===== src/rtl/mips_controller.sv =====
// Multicycle control FSM for the 8-bit MIPS core: sequences the 4-byte fetch,
// decode and execute phases and drives every datapath select/enable.
module mips_controller (
  input  logic       clk,
  input  logic       rst,
  input  logic [5:0] op_i,
  input  logic [5:0] funct_i,
  input  logic       zero_i,
  output logic       memread_o,
  output logic       memwrite_o,
  output logic       alusrca_o,
  output logic [1:0] alusrcb_o,
  output logic [1:0] pcsource_o,
  output logic       iord_o,
  output logic       memtoreg_o,
  output logic       regdst_o,
  output logic       regwrite_o,
  output logic [3:0] irwrite_o,
  output logic       pcen_o,
  output logic [2:0] alucont_o,
  output logic       illegal_op_o
);

  // state   | meaning
  // FETCH1-4| read instruction byte n into the IR, PC += 1
  // DECODE  | precompute branch target, dispatch on op
  // MEMADR  | compute load/store address A + imm
  // LBRD    | read data memory at aluout
  // LBWR    | write loaded byte into rt
  // SBWR    | write B to data memory at aluout
  // RTYPEEX | A op B, op chosen by funct
  // RTYPEWR | write aluout into rd
  // BEQEX   | A - B, take branch target if zero
  // JEX     | load jump target into PC
  // ADDIEX  | A + imm
  // ADDIWR  | write aluout into rt

  localparam logic [5:0] OP_RTYPE = 6'b000000;
  localparam logic [5:0] OP_LB    = 6'b100000;
  localparam logic [5:0] OP_SB    = 6'b101000;
  localparam logic [5:0] OP_BEQ   = 6'b000100;
  localparam logic [5:0] OP_J     = 6'b000010;
  localparam logic [5:0] OP_ADDI  = 6'b001000;

  localparam logic [2:0] ALU_ADD = 3'b010;
  localparam logic [2:0] ALU_SUB = 3'b110;
  localparam logic [2:0] ALU_AND = 3'b000;
  localparam logic [2:0] ALU_OR  = 3'b001;
  localparam logic [2:0] ALU_SLT = 3'b111;

  typedef enum logic [3:0] {
    FETCH1  = 4'd0,  FETCH2  = 4'd1,  FETCH3 = 4'd2,  FETCH4 = 4'd3,
    DECODE  = 4'd4,  MEMADR  = 4'd5,  LBRD   = 4'd6,  LBWR   = 4'd7,
    SBWR    = 4'd8,  RTYPEEX = 4'd9,  RTYPEWR = 4'd10, BEQEX = 4'd11,
    JEX     = 4'd12, ADDIEX  = 4'd13, ADDIWR = 4'd14
  } state_e;

  typedef struct packed {
    logic       memread;
    logic       memwrite;
    logic       alusrca;
    logic [1:0] alusrcb;
    logic [1:0] pcsource;
    logic       iord;
    logic       memtoreg;
    logic       regdst;
    logic       regwrite;
    logic [3:0] irwrite;
    logic       pcwrite;
    logic       branch;
    logic [2:0] alucont;
  } ctrl_t;

  state_e state_q, state_d;
  ctrl_t  ctrl_q, ctrl_d, ctrl_gated;
  logic   op_known;

  function automatic logic [2:0] funct_alu(input logic [5:0] f);
    case (f)
      6'b100000: funct_alu = ALU_ADD;
      6'b100010: funct_alu = ALU_SUB;
      6'b100100: funct_alu = ALU_AND;
      6'b100101: funct_alu = ALU_OR;
      6'b101010: funct_alu = ALU_SLT;
      default:   funct_alu = ALU_ADD;
    endcase
  endfunction

  // Outputs of the state about to be entered, so they can be registered.
  function automatic ctrl_t decode_ctrl(input state_e st, input logic [5:0] f);
    ctrl_t c;
    c = '0;
    case (st)
      FETCH1, FETCH2, FETCH3, FETCH4: begin
        c.memread = 1'b1;
        c.alusrcb = 2'b01;
        c.pcwrite = 1'b1;
        c.alucont = ALU_ADD;
        case (st)
          FETCH1:  c.irwrite = 4'b0001;
          FETCH2:  c.irwrite = 4'b0010;
          FETCH3:  c.irwrite = 4'b0100;
          default: c.irwrite = 4'b1000;
        endcase
      end
      DECODE: begin
        c.alusrcb = 2'b11;
        c.alucont = ALU_ADD;
      end
      MEMADR, ADDIEX: begin
        c.alusrca = 1'b1;
        c.alusrcb = 2'b10;
        c.alucont = ALU_ADD;
      end
      LBRD: begin
        c.memread = 1'b1;
        c.iord    = 1'b1;
      end
      LBWR: begin
        c.regwrite = 1'b1;
        c.memtoreg = 1'b1;
      end
      SBWR: begin
        c.memwrite = 1'b1;
        c.iord     = 1'b1;
      end
      RTYPEEX: begin
        c.alusrca = 1'b1;
        c.alucont = funct_alu(f);
      end
      RTYPEWR: begin
        c.regwrite = 1'b1;
        c.regdst   = 1'b1;
      end
      BEQEX: begin
        c.alusrca  = 1'b1;
        c.alucont  = ALU_SUB;
        c.pcsource = 2'b01;
        c.branch   = 1'b1;
      end
      JEX: begin
        c.pcsource = 2'b10;
        c.pcwrite  = 1'b1;
      end
      ADDIWR:  c.regwrite = 1'b1;
      default: c = '0;
    endcase
    return c;
  endfunction

  always_comb begin
    op_known = 1'b1;
    case (op_i)
      OP_RTYPE, OP_LB, OP_SB, OP_BEQ, OP_J, OP_ADDI: op_known = 1'b1;
      default:                                       op_known = 1'b0;
    endcase
  end

  always_comb begin
    state_d = FETCH1;
    case (state_q)
      FETCH1:  state_d = FETCH2;
      FETCH2:  state_d = FETCH3;
      FETCH3:  state_d = FETCH4;
      FETCH4:  state_d = DECODE;
      DECODE: begin
        case (op_i)
          OP_LB, OP_SB: state_d = MEMADR;
          OP_RTYPE:     state_d = RTYPEEX;
          OP_BEQ:       state_d = BEQEX;
          OP_J:         state_d = JEX;
          OP_ADDI:      state_d = ADDIEX;
          default:      state_d = FETCH1;
        endcase
      end
      MEMADR:  state_d = (op_i == OP_LB) ? LBRD : SBWR;
      LBRD:    state_d = LBWR;
      RTYPEEX: state_d = RTYPEWR;
      ADDIEX:  state_d = ADDIWR;
      default: state_d = FETCH1;
    endcase
    ctrl_d = decode_ctrl(state_d, funct_i);
  end

  always_ff @(posedge clk) begin
    if (rst) begin
      state_q <= FETCH1;
      ctrl_q  <= decode_ctrl(FETCH1, funct_i);
    end else begin
      state_q <= state_d;
      ctrl_q  <= ctrl_d;
    end
  end

  // Reset gates outputs combinationally so an aborted store/writeback never fires.
  assign ctrl_gated   = rst ? '0 : ctrl_q;
  assign memread_o    = ctrl_gated.memread;
  assign memwrite_o   = ctrl_gated.memwrite;
  assign alusrca_o    = ctrl_gated.alusrca;
  assign alusrcb_o    = ctrl_gated.alusrcb;
  assign pcsource_o   = ctrl_gated.pcsource;
  assign iord_o       = ctrl_gated.iord;
  assign memtoreg_o   = ctrl_gated.memtoreg;
  assign regdst_o     = ctrl_gated.regdst;
  assign regwrite_o   = ctrl_gated.regwrite;
  assign irwrite_o    = ctrl_gated.irwrite;
  assign alucont_o    = ctrl_gated.alucont;
  assign pcen_o       = ctrl_gated.pcwrite | (ctrl_gated.branch & zero_i);
  assign illegal_op_o = ~rst & (state_q == DECODE) & ~op_known;

endmodule


===== config.mk =====
export PLATFORM = sky130hd
export DESIGN_NAME = mips_controller
export DESIGN_NICKNAME = d
export VERILOG_FILES = /design/src/rtl/mips_controller.sv
export SDC_FILE = /design/constraint.sdc
export NUM_CORES = 1
export LEC_CHECK = 0
export CORE_AREA = 2 2 57 59
export CTS_CLUSTER_SIZE = 40
export DETAILED_ROUTE_END_ITERATION = 6
export DIE_AREA = 0 0 59 61
export DONT_BUFFER_PORTS = 1
export REMOVE_ABC_BUFFERS = 1
export SLEW_MARGIN = 20
export SYNTH_ARGS = -nofsm -noshare
export SYNTH_HDL_FRONTEND = slang
export SYNTH_SLANG_ARGS = --single-unit

===== constraint.sdc =====
create_clock -name clk -period 2.3 [get_ports clk]
set_input_delay 0.46 -clock clk [delete_from_list [all_inputs] [get_ports clk]]
set_output_delay 0.46 -clock clk [all_outputs]
set_load 0.02 [all_outputs]

==> impl_metrics.ini <==
[worst_setup_path]
critPathRequiredTime_ps = 1840
cp-end-kind = primary output
startpoint_type = flop
cp_slowest_stage_delay_ps = 450
path_class = reg2out
cp_slowest_cell = or3b_1
path_cells = or3b_1, a2111oi_2, buf_4
cp.arrival_ps = 1740
path_max_fanout = 9

[job]
cap_violations = 0

[cts]
cts.sinks = 23
clk_latency_ps = 310
postCtsSetupBuffers = 0
clockBufferDepth = 2
tritoncts = done
cts_made_buffers = 3
cts_root_buf = clkbuf_4
clk_pin_slew_ps = 120
cts_max_level = 1

[logic_synthesis]
synth_mux_area_share_pct = 0
synth_top_cells_by_count = dfxtp_1, nor2b_1, nand2_1, nor2_1
synth_top_area_cell = dfxtp_1
synth-seq-cells = 23
synth_fa_ha_area_share_pct = 0.888
synth_cell_types = 39
synth_ff_type = dfxtp_1
synth_top_cell_area_share_pct = 40.8
yosysMostFrequentCell = dfxtp_1
async_flop_share_pct = 0
yosysWarnings = 0
synth_top_family_by_area = simple AND/OR/NAND/NOR gates
synth-xor-area-share_pct = 0.777
synth-edff-count = 0
synth_compound_gate_area_share_pct = 13.7
synth_area_leaders = dfxtp_1, nor2b_1, nand2_1
ys_seq_area_share_pct = 40.8
synth_cells = 137
syn_area_mm2 = 0.00113
synthSimpleGateAreaFrac_pct = 40.1
avgSynthCellArea_um2 = 8.23

[finish]
syn2layout_area_growth_pct = 5.99
n_antenna_cell = 0
final_area_mm2 = 0.00119
final_cells = 171
fin_nets = 154
drive_above_1_share_pct = 7.97

[die]
die_area_mm2 = 0.00360
initial_core_util_pct = 38.2
io_pins = 35
die_w_um = 59
coreArea_mm2 = 0.00295
row_count = 20
die_h_um = 61

[global_routing]
grt_use_total_pct = 13.3
grt_pass1_wl_um = 3630
grt_max_degree = 28
grt-ovfl-total = 0
antenna_found_initial = 0
grt_pass1_vias = 833

[pwr]
p_seq_share_pct = 59.8
power.leakage_nw = 0.435
power.internal_w = 0.000515
p_switching_w = 0.000192
power_frac_clock_pct = 26.1
peakVddDrop_mv = 0.194
p_comb_share_pct = 14.1
power_density_mw_per_mm2 = 592
p_sw_share_pct = 27.2

[placement]
dp_worst_setup_slack_ps = 231
place_congestion = 0.860
post-dp-hpwl_um = 1720
portBuffers = 0
dp_cells = 167
placed_area_mm2 = 0.00116

[sta]
setup_viol = 0
slew-limit-headroom_pct = 71.3
rsz0062_at_grt = no
finalClockSkew_ps = 1.20
setup_ws_ps = 105
period_share_pct = 95.4
final_max_slew_viol_count = 0
final-hold-violation-count = 0
max_freq_mhz = 456
tightestPinTransition_ps = 430
final.min_clock_period_ps = 2200

[detailed_routing]
num_vias = 956
wl_per_cell_um = 13.3
routed_wl_um = 2270
dr.first_iter.drc_count = 32
drc_errors = 0
dr.pass1.iters = 4
vias_per_cell = 5.59
ant_nets = 0

[hold_path]
hp-class = in2reg

[status]
status = finished, final reports clean
## worst max-delay path: cells and delay by family, from the launching register on
family / cells / cell delay (ps)
compound gates: 1 / 360
simple gates: 1 / 450
flops: 1 / 410
buf+inv: 1 / 200
## registers in the layout, summed over array words and instances, names as in the netlist
register,flops
state_q,4
ctrl_q,19
## cell type report
class | count | area (um^2)
well taps | 33 | 41.3
repair buffers | 3 | 22.5
fillers | 303 | 1760
clock buffers | 3 | 22.5
flip-flops and latches | 23 | 462
clock inverters | 1 | 5.00
inverters | 3 | 11.3
multi-input cells | 105 | 631
## through the flow
stage / setup TNS, ps / power [W] / hold slack (ps) / utilization, %
6_report: 0 / 0.000707 / 199 / 40.5
2_1_floorplan: -71.7 / 0.000509 / 529 / -
5_1_grt: 0 / 0.000738 / 187 / 40.5
3_3_place_gp: 0 / 0.000529 / 538 / 39.3
4_1_cts: 0 / 0.000704 / 202 / 40.3
3_5_place_dp: 0 / 0.000530 / 535 / 39.3
## repair_timing
action,CTS,global route
hold buffers,0,0
resized for setup,0,2
endpoints found under the setup margin,0,1
## power by group through the flow
stage | Combinational, W | Sequential, W | Clock [W]
after floorplan | 0.0000806 | 0.000429 | 0
after global placement | 0.0000980 | 0.000431 | 0
after detailed placement | 0.0000987 | 0.000432 | 0
after CTS | 0.0000990 | 0.000423 | 0.000182
after global routing | 0.000112 | 0.000425 | 0.000201
final | 0.0000996 | 0.000423 | 0.000185
## layer usage
metal	track usage (%)	part of all wire, %	up-vias
met5	0	0	-
li1	-	-	480
met3	3.41	7.8	6
met1	17.3	44	422
met2	21.4	47	48
met4	4.87	1.3	0
## path summary, 6_finish.rpt
kind	startpoint	endpoint	slack, ps	cells past startpoint
max	state_q[0]$_SDFF_PP0_	illegal_op_o	100	3
min	rst	ctrl_q[16]$_SDFF_PP0_	200	1
max reg2reg	state_q[0]$_SDFF_PP0_	ctrl_q[1]$_SDFF_PP1_	200	5
min reg2reg	state_q[2]$_SDFF_PP0_	ctrl_q[16]$_SDFF_PP0_	750	3
## placed cells by master, fill, tap and decap left out, types with 2 or more instances in the layout
master    instances
a21oi_1           7
clkbuf_4          3
nor3_1            7
o21ai_0           2
inv_1             3
nor2_1           12
or2b_1            2
nor3b_1           2
nor2b_1          21
nand2_1          15
dfxtp_1          22
or3_1             5
nand3_1           4
o211ai_1          2
nand2b_1          4
buf_4             3
## logic make-up after synthesis
kind of cell | count (synthesis)
AOI/OAI and AO/OA | 22
xor gates and xnor gates | 1
adders and majority gates | 1
buffers and inverters | 9
DFF | 23
and+or+nand+nor | 81
Note: power is estimated with default switching activity, not from simulation.
